`config.mk`:
```
export PLATFORM = sky130hd
export DESIGN_NAME = risc_pipe_hazard_ctrl
export DESIGN_NICKNAME = d
export VERILOG_FILES = /design/src/rtl/risc_pipe_hazard_ctrl.sv
export SDC_FILE = /design/constraint.sdc
export NUM_CORES = 1
export LEC_CHECK = 0
export ABC_AREA = 1
export ABC_CLOCK_PERIOD_IN_PS = 3400
export CAP_MARGIN = 25
export CELL_PAD_IN_SITES_DETAIL_PLACEMENT = 2
export CELL_PAD_IN_SITES_GLOBAL_PLACEMENT = 2
export CORE_MARGIN = 1.5
export CORE_UTILIZATION = 16
export CTS_CLUSTER_DIAMETER = 30
export CTS_CLUSTER_SIZE = 28
export DETAILED_ROUTE_END_ITERATION = 7
export PLACE_DENSITY_LB_ADDON = 0.1
export SYNTH_ARGS = -nofsm -noshare
export SYNTH_HDL_FRONTEND = slang
export SYNTH_SLANG_ARGS = --single-unit
```
`constraint.sdc`:
```
create_clock -name clk -period 3.4 [get_ports clk]
set_input_delay 0.34 -clock clk [delete_from_list [all_inputs] [get_ports clk]]
set_output_delay 0.34 -clock clk [all_outputs]
set_load 0.05 [all_outputs]
```
`src/rtl/risc_pipe_hazard_ctrl.sv`:
```
// ============================================================================
// Module      : risc_pipe_hazard_ctrl
// Description : Hazard and forwarding controller for the 4-stage RISC
//               pipeline (IF, DOF, EX, WB). Tracks EX/WB destination
//               metadata, detects RAW hazards on the DOF source operands
//               and resolves them by forwarding, stall+bubble, or flush.
// Revision    : 1.0 - initial release
// ============================================================================
`default_nettype none

module risc_pipe_hazard_ctrl #(
    parameter int ADDR_W = 5,
    parameter int DATA_W = 32,
    parameter int FWD_EN = 1,
    parameter int CNT_W  = 16
) (
    input  logic              clk,
    input  logic              reset,
    input  logic              dof_valid,
    input  logic [ADDR_W-1:0] dof_aa,
    input  logic [ADDR_W-1:0] dof_ba,
    input  logic              dof_use_a,
    input  logic              dof_use_b,
    input  logic              dof_rw,
    input  logic [ADDR_W-1:0] dof_da,
    input  logic              dof_load,
    input  logic              ex_branch_taken,
    input  logic [DATA_W-1:0] dof_bus_a,
    input  logic [DATA_W-1:0] dof_bus_b,
    input  logic [DATA_W-1:0] ex_f,
    input  logic [DATA_W-1:0] wb_d,
    output logic              stall_if,
    output logic              bubble_ex,
    output logic              flush_dof,
    output logic [1:0]        fwd_a_sel,
    output logic [1:0]        fwd_b_sel,
    output logic [DATA_W-1:0] fwd_bus_a,
    output logic [DATA_W-1:0] fwd_bus_b,
    output logic              ex_valid,
    output logic              wb_valid,
    output logic [CNT_W-1:0]  stall_cnt
);

    localparam logic [1:0] c_SEL_RF = 2'd0;
    localparam logic [1:0] c_SEL_EX = 2'd1;
    localparam logic [1:0] c_SEL_WB = 2'd2;

    // Destination metadata of the instructions currently in EX and WB
    logic              r_ex_valid, r_ex_rw, r_ex_load;
    logic [ADDR_W-1:0] r_ex_da;
    logic              r_wb_valid, r_wb_rw, r_wb_load;
    logic [ADDR_W-1:0] r_wb_da;
    logic [CNT_W-1:0]  r_stall_cnt;

    logic              w_ex_hit_a, w_ex_hit_b, w_wb_hit_a, w_wb_hit_b;
    logic              w_hazard;
    logic [1:0]        w_sel_a, w_sel_b;
    logic              w_stall, w_bubble;

    // Source match against EX and WB; R0 is hardwired zero and never matches
    always_comb begin
        w_ex_hit_a = dof_use_a && (dof_aa != '0) && r_ex_valid && r_ex_rw && (r_ex_da == dof_aa);
        w_ex_hit_b = dof_use_b && (dof_ba != '0) && r_ex_valid && r_ex_rw && (r_ex_da == dof_ba);
        w_wb_hit_a = dof_use_a && (dof_aa != '0) && r_wb_valid && r_wb_rw && (r_wb_da == dof_aa);
        w_wb_hit_b = dof_use_b && (dof_ba != '0) && r_wb_valid && r_wb_rw && (r_wb_da == dof_ba);
    end

    generate
        if (FWD_EN != 0) begin : g_fwd
            // Forwarding: EX has priority over WB; a load in EX cannot forward yet
            always_comb begin
                w_hazard = 1'b0;
                w_sel_a  = c_SEL_RF;
                w_sel_b  = c_SEL_RF;
                if (dof_valid) begin
                    w_hazard = (w_ex_hit_a || w_ex_hit_b) && r_ex_load;
                    if (w_ex_hit_a) begin
                        w_sel_a = r_ex_load ? c_SEL_RF : c_SEL_EX;
                    end else if (w_wb_hit_a) begin
                        w_sel_a = c_SEL_WB;
                    end
                    if (w_ex_hit_b) begin
                        w_sel_b = r_ex_load ? c_SEL_RF : c_SEL_EX;
                    end else if (w_wb_hit_b) begin
                        w_sel_b = c_SEL_WB;
                    end
                end
            end
        end else begin : g_stall_only
            // No forwarding: any outstanding write to a source stalls DOF
            always_comb begin
                w_hazard = 1'b0;
                w_sel_a  = c_SEL_RF;
                w_sel_b  = c_SEL_RF;
                if (dof_valid) begin
                    w_hazard = w_ex_hit_a || w_ex_hit_b || w_wb_hit_a || w_wb_hit_b;
                end
            end
        end
    endgenerate

    // A taken branch overrides any stall: DOF is squashed, EX gets a bubble
    always_comb begin
        w_stall  = w_hazard && !ex_branch_taken;
        w_bubble = w_hazard || ex_branch_taken;
    end

    // Operand forwarding muxes; encoding 3 falls back to register-file data
    always_comb begin
        case (w_sel_a)
            c_SEL_EX: fwd_bus_a = ex_f;
            c_SEL_WB: fwd_bus_a = wb_d;
            default:  fwd_bus_a = dof_bus_a;
        endcase
        case (w_sel_b)
            c_SEL_EX: fwd_bus_b = ex_f;
            c_SEL_WB: fwd_bus_b = wb_d;
            default:  fwd_bus_b = dof_bus_b;
        endcase
    end

    // Stage metadata advance and stall counting on the pipeline's falling edge
    always_ff @(negedge clk or negedge reset) begin
        if (!reset) begin
            r_ex_valid  <= 1'b0;
            r_ex_rw     <= 1'b0;
            r_ex_da     <= '0;
            r_ex_load   <= 1'b0;
            r_wb_valid  <= 1'b0;
            r_wb_rw     <= 1'b0;
            r_wb_da     <= '0;
            r_wb_load   <= 1'b0;
            r_stall_cnt <= '0;
        end else begin
            if (w_bubble || !dof_valid) begin
                r_ex_valid <= 1'b0;
                r_ex_rw    <= 1'b0;
                r_ex_da    <= '0;
                r_ex_load  <= 1'b0;
            end else begin
                r_ex_valid <= 1'b1;
                r_ex_rw    <= dof_rw;
                r_ex_da    <= dof_da;
                r_ex_load  <= dof_load;
            end
            r_wb_valid <= r_ex_valid;
            r_wb_rw    <= r_ex_rw;
            r_wb_da    <= r_ex_da;
            r_wb_load  <= r_ex_load;
            if (w_stall && (r_stall_cnt != {CNT_W{1'b1}})) begin
                r_stall_cnt <= r_stall_cnt + 1'b1;
            end
        end
    end

    assign stall_if  = w_stall;
    assign bubble_ex = w_bubble;
    assign flush_dof = ex_branch_taken;
    assign fwd_a_sel = w_sel_a;
    assign fwd_b_sel = w_sel_b;
    assign ex_valid  = r_ex_valid;
    assign wb_valid  = r_wb_valid;
    assign stall_cnt = r_stall_cnt;

endmodule

`default_nettype wire

```
==> impl_metrics.json, run 1 <==
{
  "p_seq_share_pct": 23.4,
  "min_to": "r_wb_rw$_DFF_NN0_",
  "p_int_mw": 1.08,
  "vias_per_cell": 4.57,
  "grt_pass1_wl_um": 35800,
  "clock_power_share_pct": 29.7,
  "ir_worst_vdd_mv": 0.259,
  "portBuffers": 239,
  "dieArea_mm2": 0.0207,
  "cts_tree": "yes",
  "fillCellCount": 1925,
  "worstReg2RegEnd": "stall_cnt[4]$_DFFE_NN0P_",
  "required_ns": 3.06,
  "final_area_mm2": 0.0101,
  "grt_pass1_vias": 6035,
  "yosys.cell_types.count": 29,
  "worstSetupPathType": "register to output port",
  "die_w_um": 144,
  "r2r_slack_ns": 0.68,
  "clock_path_buffers": 2,
  "ff2ff_path_depth": 21,
  "synthCells": 549,
  "routed_wl_um": 26200,
  "start_util_pct": 16.3,
  "max_stage_delay_ns": 0.52,
  "syn_avg_cell_area_um2": 5.78,
  "cpMostUsedCell": "inv_2",
  "die_h_um": 144,
  "worst_setup_path_start_kind": "register",
  "boundaryPins": 240,
  "place_ws_ns": -1.13,
  "fin_setup_tns_ns": -93.13,
  "path_clk_slew_ns": 0.04,
  "gp_congestion": 0.755,
  "htreeDepth": 2,
  "end_kind": "output port",
  "slew_viol_final": 0,
  "num_vias": 5241,
  "grt_use_total_pct": 22.9,
  "root_buffer": "clkbuf_16",
  "post_route_cells_drive_above_1_share_pct": 54.7,
  "ant_nets": 0,
  "relSlewSlack_pct": 66.7,
  "synth_fp_nets": 705,
  "synth-edff-count": 0,
  "synthArstFlopShare_pct": 100,
  "final_nets": 1036,
  "yosysSeqAreaShare_pct": 24.4,
  "cp_cell_sequence": "inv_2 -> nand2_1 -> nand3_2 -> nor2_4 -> nand3_4 -> nor3_4 -> buf_6 -> inv_2 -> ha_4 -> clkbuf_16 -> a21oi_2 -> a21oi_4 -> buf_12",
  "p_comb_share_pct": 47.0,
  "wl_per_cell_um": 22.9,
  "hpwl_um": 16200,
  "cts.sinks": 31,
  "violations": "setup timing",
  "area_growth_pct": 217,
  "worstMarginPinSlew_ns": 0.497,
  "drc": 0,
  "p_sw_share_pct": 35.0,
  "placed_cell_area_mm2": 0.00766,
  "grt-ovfl-total": 0,
  "dp.cells": 1083,
  "holdPathStages": 0,
  "drtIter0Drc": 70,
  "min_from": "r_ex_rw$_DFF_NN0_",
  "cts_inserted_buffers": 5,
  "synth_area_mm2": 0.00317,
  "arrival_ns": 4.40,
  "fin_ws_ns": -1.34,
  "clock_skew_ns": 0.00148,
  "hold_viol": 0,
  "status": "finished with violations",
  "yosys_warnings": 0,
  "antenna_found_initial": 0,
  "synth-seq-cells": 31,
  "r2r-start": "r_ex_da[0]$_DFF_NN0_",
  "insertion_delay_ns": 0.31,
  "stdcell_count": 1147,
  "setup-violations-final": 85,
  "synth_top_flop_cell": "dfrtn_1",
  "holdBufCountCts": 0,
  "grt_max_degree": 32,
  "power_density_mw_per_mm2": 165,
  "crit_path_start": "r_ex_da[0]$_DFF_NN0_",
  "dr.pass1.iters": 4,
  "leakage_nw": 3.97,
  "slowest_stage": "dfrtn_1",
  "core_area_mm2": 0.0195,
  "power_mw": 1.66,
  "path_max_fanout": 11,
  "power.switching_uw": 579,
  "cap_violations": 0,
  "rsz0062_at_grt": "true",
  "num_rows": 51,
  "min_path_type": "register to register"
}
## registers in the layout, summed over array words and instances (netlist names)
name	cells
stall_cnt	16
r_ex_da	5
r_wb_da	5
ex_valid	1
r_ex_load	1
r_ex_rw	1
r_wb_rw	1
wb_valid	1
## cell usage after synthesis, types with 2 or more instances
cell,number,area [um2]
nand2_2,4,25.0
xnor2_1,13,114
and3_1,2,12.5
inv_1,42,158
inv_2,2,7.51
nand2_1,153,574
nor3b_1,2,15.0
buf_6,2,22.5
nor2_1,91,342
dfrtn_1,31,776
a21oi_1,129,646
nand4_1,5,31.3
clkbuf_1,26,97.6
nor2_2,4,25.0
nand3_2,3,30.0
xor2_1,7,61.3
nor3_2,2,20.0
nand3_1,14,70.1
ha_1,5,62.6
nor3_1,3,15.0
## stage by stage
stage / utilization [%] / hold slack (ns)
finish: 51.7 / 0.348
global route: 51.7 / 0.372
CTS: 47.9 / 0.337
detailed placement: 39.3 / 0.337
global placement: 39.3 / 0.319
floorplan: - / 0.314
## power by group through the flow
stage                     Clock [mW]  Combinational, mW  Sequential, mW
after global routing           0.519              0.812           0.388
after floorplan                    0              0.272           0.395
after detailed placement           0              0.658           0.392
final                          0.492              0.779           0.387
after global placement             0              0.647           0.391
after CTS                      0.499              0.730           0.386
## how the worst max path moves through the flow
stage	end	cells past startpoint
floorplan	fwd_bus_a[0]	12
global placement	fwd_bus_b[16]	14
detailed placement	fwd_bus_b[16]	14
CTS	fwd_bus_b[28]	13
global route	fwd_bus_a[12]	13
finish	fwd_bus_a[12]	13
## per-layer routing
layer,GRT usage (%),up-vias,share of wire (%)
met1,25.5,2597,38
met3,4.30,38,6.2
met2,43.9,172,54
li1,-,2434,-
met5,0,-,0
met4,6.23,0,2.5
## repair_timing
item                       CTS  global route
hold endpoints to repair     0             0
pin swaps                   20            55
setup buffers               31            17
gates cloned                10             4
resized for setup          310           115
setup endpoints to repair   94            85
## area by class of cell
class | instances | area, um2 | area share, %
well taps | 265 | 332 | 3.29
diodes | 1 | 2.50 | 0.0249
multi-input cells | 445 | 4090 | 40.6
clock inverters | 1 | 7.51 | 0.0746
clock buffers | 7 | 153 | 1.52
inverters | 44 | 201 | 2.00
repair buffers | 353 | 4510 | 44.8
flip-flops and latches | 31 | 776 | 7.70
## worst max-delay path: cells and delay by family, from the launching register on
family | cells | cell delay [ns]
adders and majority gates | 1 | 0.19
buffers and inverters | 5 | 0.62
DFF | 1 | 0.52
and+or+nand+nor | 5 | 0.72
AOI/OAI and AO/OA | 2 | 0.34
## cell usage in the layout, fill, tap and decap left out, types with 2 or more instances in the layout
master and count:
xnor2_1 12, nor3_1 2, a21oi_2 13, dlygate4sd2_1 2
nand3_2 3, and3_4 2, nand2_2 20, buf_2 3
ha_4 4, inv_4 2, buf_4 48, dfrtn_1 31
clkbuf_8 2, clkdlybuf4s50_1 139, nor3_4 2, nor2_1 31
buf_12 73, nand2_8 2, clkinvlp_4 4, inv_1 26
buf_16 8, nand4_1 5, xor2_1 7, nand3_4 5
nor2_2 29, a21oi_4 117, clkdlybuf4s15_2 2, nand3_1 9
inv_2 11, nand2_1 132, buf_6 58, nor2_4 35
clkbuf_16 10, nand2_4 4, buf_8 14
## cell families after synthesis
kind of cell    Yosys count  synth area share (%)
xor+xnor                 20                  5.52
compound gates          133                  21.1
simple gates            287                  37.7
fa+ha+maj                 5                  1.97
flops                    31                  24.4
buf+inv                  73                  9.23
Note: power is estimated with default switching activity, not from simulation.
==> inputs of run 2 (changes only) <==
- CORE_MARGIN: 1.5 -> 2
==> impl_metrics.json, run 2 (synthesis gave the netlist of run 1 again) <==
{
  "setup-violations-final": 94,
  "root_buffer": "clkbuf_16",
  "grt_pass1_vias": 5878,
  "slew_viol_final": 0,
  "antenna_found_initial": 4,
  "use_met2_pct": 42.8,
  "worst_setup_path_start_kind": "register",
  "core_area_mm2": 0.0195,
  "cts_tree": "yes",
  "final_nets": 1019,
  "drtIter0Drc": 79,
  "power_mw": 1.64,
  "worstSetupPathType": "register to output port",
  "relSlewSlack_pct": 66.8,
  "grt_use_met1_pct": 24.1,
  "boundaryPins": 240,
  "place_ws_ns": -1.11,
  "grt_pass1_wl_um": 35400,
  "cts.sinks": 31,
  "cap_violations": 0,
  "min_path_type": "register to register",
  "required_ns": 3.06,
  "worstMarginPinSlew_ns": 0.497,
  "fillCellCount": 1951,
  "grt_max_degree": 33,
  "leakage_nw": 3.85,
  "hpwl_um": 16400,
  "rsz0062_at_grt": "true",
  "routed_wl_um": 26500,
  "num_rows": 51,
  "r2r-start": "r_ex_da[3]$_DFF_NN0_",
  "clock_path_buffers": 2,
  "cts_inserted_buffers": 5,
  "drc": 0,
  "wl_per_cell_um": 23.4,
  "num_vias": 5184,
  "ir_worst_vdd_mv": 0.279,
  "r2r_slack_ns": 0.76,
  "vias_per_cell": 4.58,
  "area_growth_pct": 208,
  "mostFrequentLayoutCell": "clkdlybuf4s50_1",
  "portBuffers": 239,
  "dieArea_mm2": 0.0210,
  "gp_congestion": 0.815,
  "status": "finished with violations",
  "worstReg2RegEnd": "stall_cnt[6]$_DFFE_NN0P_",
  "power_density_mw_per_mm2": 168,
  "insertion_delay_ns": 0.31,
  "holdBufCountCts": 0,
  "path_clk_slew_ns": 0.04,
  "grt-ovfl-total": 0,
  "die_w_um": 145,
  "start_util_pct": 16.3,
  "grt_use_total_pct": 22.6,
  "crit_path_end": "fwd_bus_a[16]",
  "die_h_um": 145,
  "clock_skew_ns": 0.00319,
  "largest_reg_flops": 16,
  "dr.pass1.iters": 4,
  "htreeDepth": 2,
  "grt_busiest_layer": "met2",
  "ff2ff_path_depth": 20,
  "hold_viol": 0,
  "layout_common_cells": "clkdlybuf4s50_1, nand2_1, a21oi_4",
  "arrival_ns": 4.32,
  "met3_usage_pct": 6.42,
  "path_max_fanout": 10,
  "end_kind": "output port",
  "holdPathStages": 0,
  "crit_path_start": "r_wb_da[3]$_DFF_NN0_",
  "post_route_cells_drive_above_1_share_pct": 51.4,
  "violations": "setup timing",
  "fin_ws_ns": -1.26,
  "ant_nets": 0
}
[run 2: critical path: stages, from the launching register on]
cell and delay (ns):
dfrtn_1 0.48, xnor2_2 0.14, nand2_1 0.12, nor4_4 0.35, nand3_4 0.15, ha_4 0.42, clkbuf_16 0.24, a21oi_4 0.05
a21oi_4 0.19, buf_12 0.16
[run 2: layout make-up]
| cell class | instances | area, um2 | share of cell area, % |
|---|---|---|---|
| clock buffer | 8 | 156 | 1.60 |
| inverter | 44 | 196 | 2.01 |
| sequential | 31 | 776 | 7.93 |
| antenna | 2 | 5.00 | 0.0512 |
| tap | 265 | 332 | 3.39 |
| timing repair buffer | 336 | 4330 | 44.3 |
| multi-input combinational | 445 | 3980 | 40.7 |
[run 2: power breakdown]
part | leakage (nW) | internal (mW) | switching [mW]
logic | 3.35 | 0.386 | 0.388
clock network | 0.0772 | 0.312 | 0.171
registers | 0.424 | 0.379 | 0.00809
[run 2: stage by stage]
stage	TNS [ns]	hold WS (ns)	utilization (%)	cells	instance area [um2]
floorplan	-85.65	0.314	-	549	4060
global placement	-70.90	0.320	39.0	1076	7590
detailed placement	-78.98	0.325	39.0	1076	7590
CTS	-94.54	0.360	46.5	1114	9050
global route	-103.91	0.404	50.2	1131	9780
finish	-93.80	0.382	50.2	1131	9780
[run 2: how the worst min path moves through the flow]
stage,startpoint,to,slack [ns]
2_1_floorplan,r_ex_da[1]$_DFF_NN0_,r_wb_da[1]$_DFF_NN0_,0.31
3_3_place_gp,r_ex_da[1]$_DFF_NN0_,r_wb_da[1]$_DFF_NN0_,0.32
3_5_place_dp,r_ex_da[1]$_DFF_NN0_,r_wb_da[1]$_DFF_NN0_,0.32
4_1_cts,r_ex_rw$_DFF_NN0_,r_wb_rw$_DFF_NN0_,0.36
5_1_grt,r_ex_rw$_DFF_NN0_,r_wb_rw$_DFF_NN0_,0.40
6_report,r_ex_rw$_DFF_NN0_,r_wb_rw$_DFF_NN0_,0.38
[run 2: layer usage]
layer  vias to the layer above  wire, um  share of wire (%)
li1                       2409         -                  -
met1                      2565      9410                 36
met2                       172     14500                 55
met3                        36      2000                7.6
met4                         2       544                2.1
met5                         -        13              0.049
[run 2: timing repair]
action / 4_1_cts / 5_1_grt
gates resized for setup: 216 / 152
buffers inserted: 21 / 13
pin swaps: 36 / 23
gates cloned: 10 / 6
endpoints found under the setup margin: 94 / 94
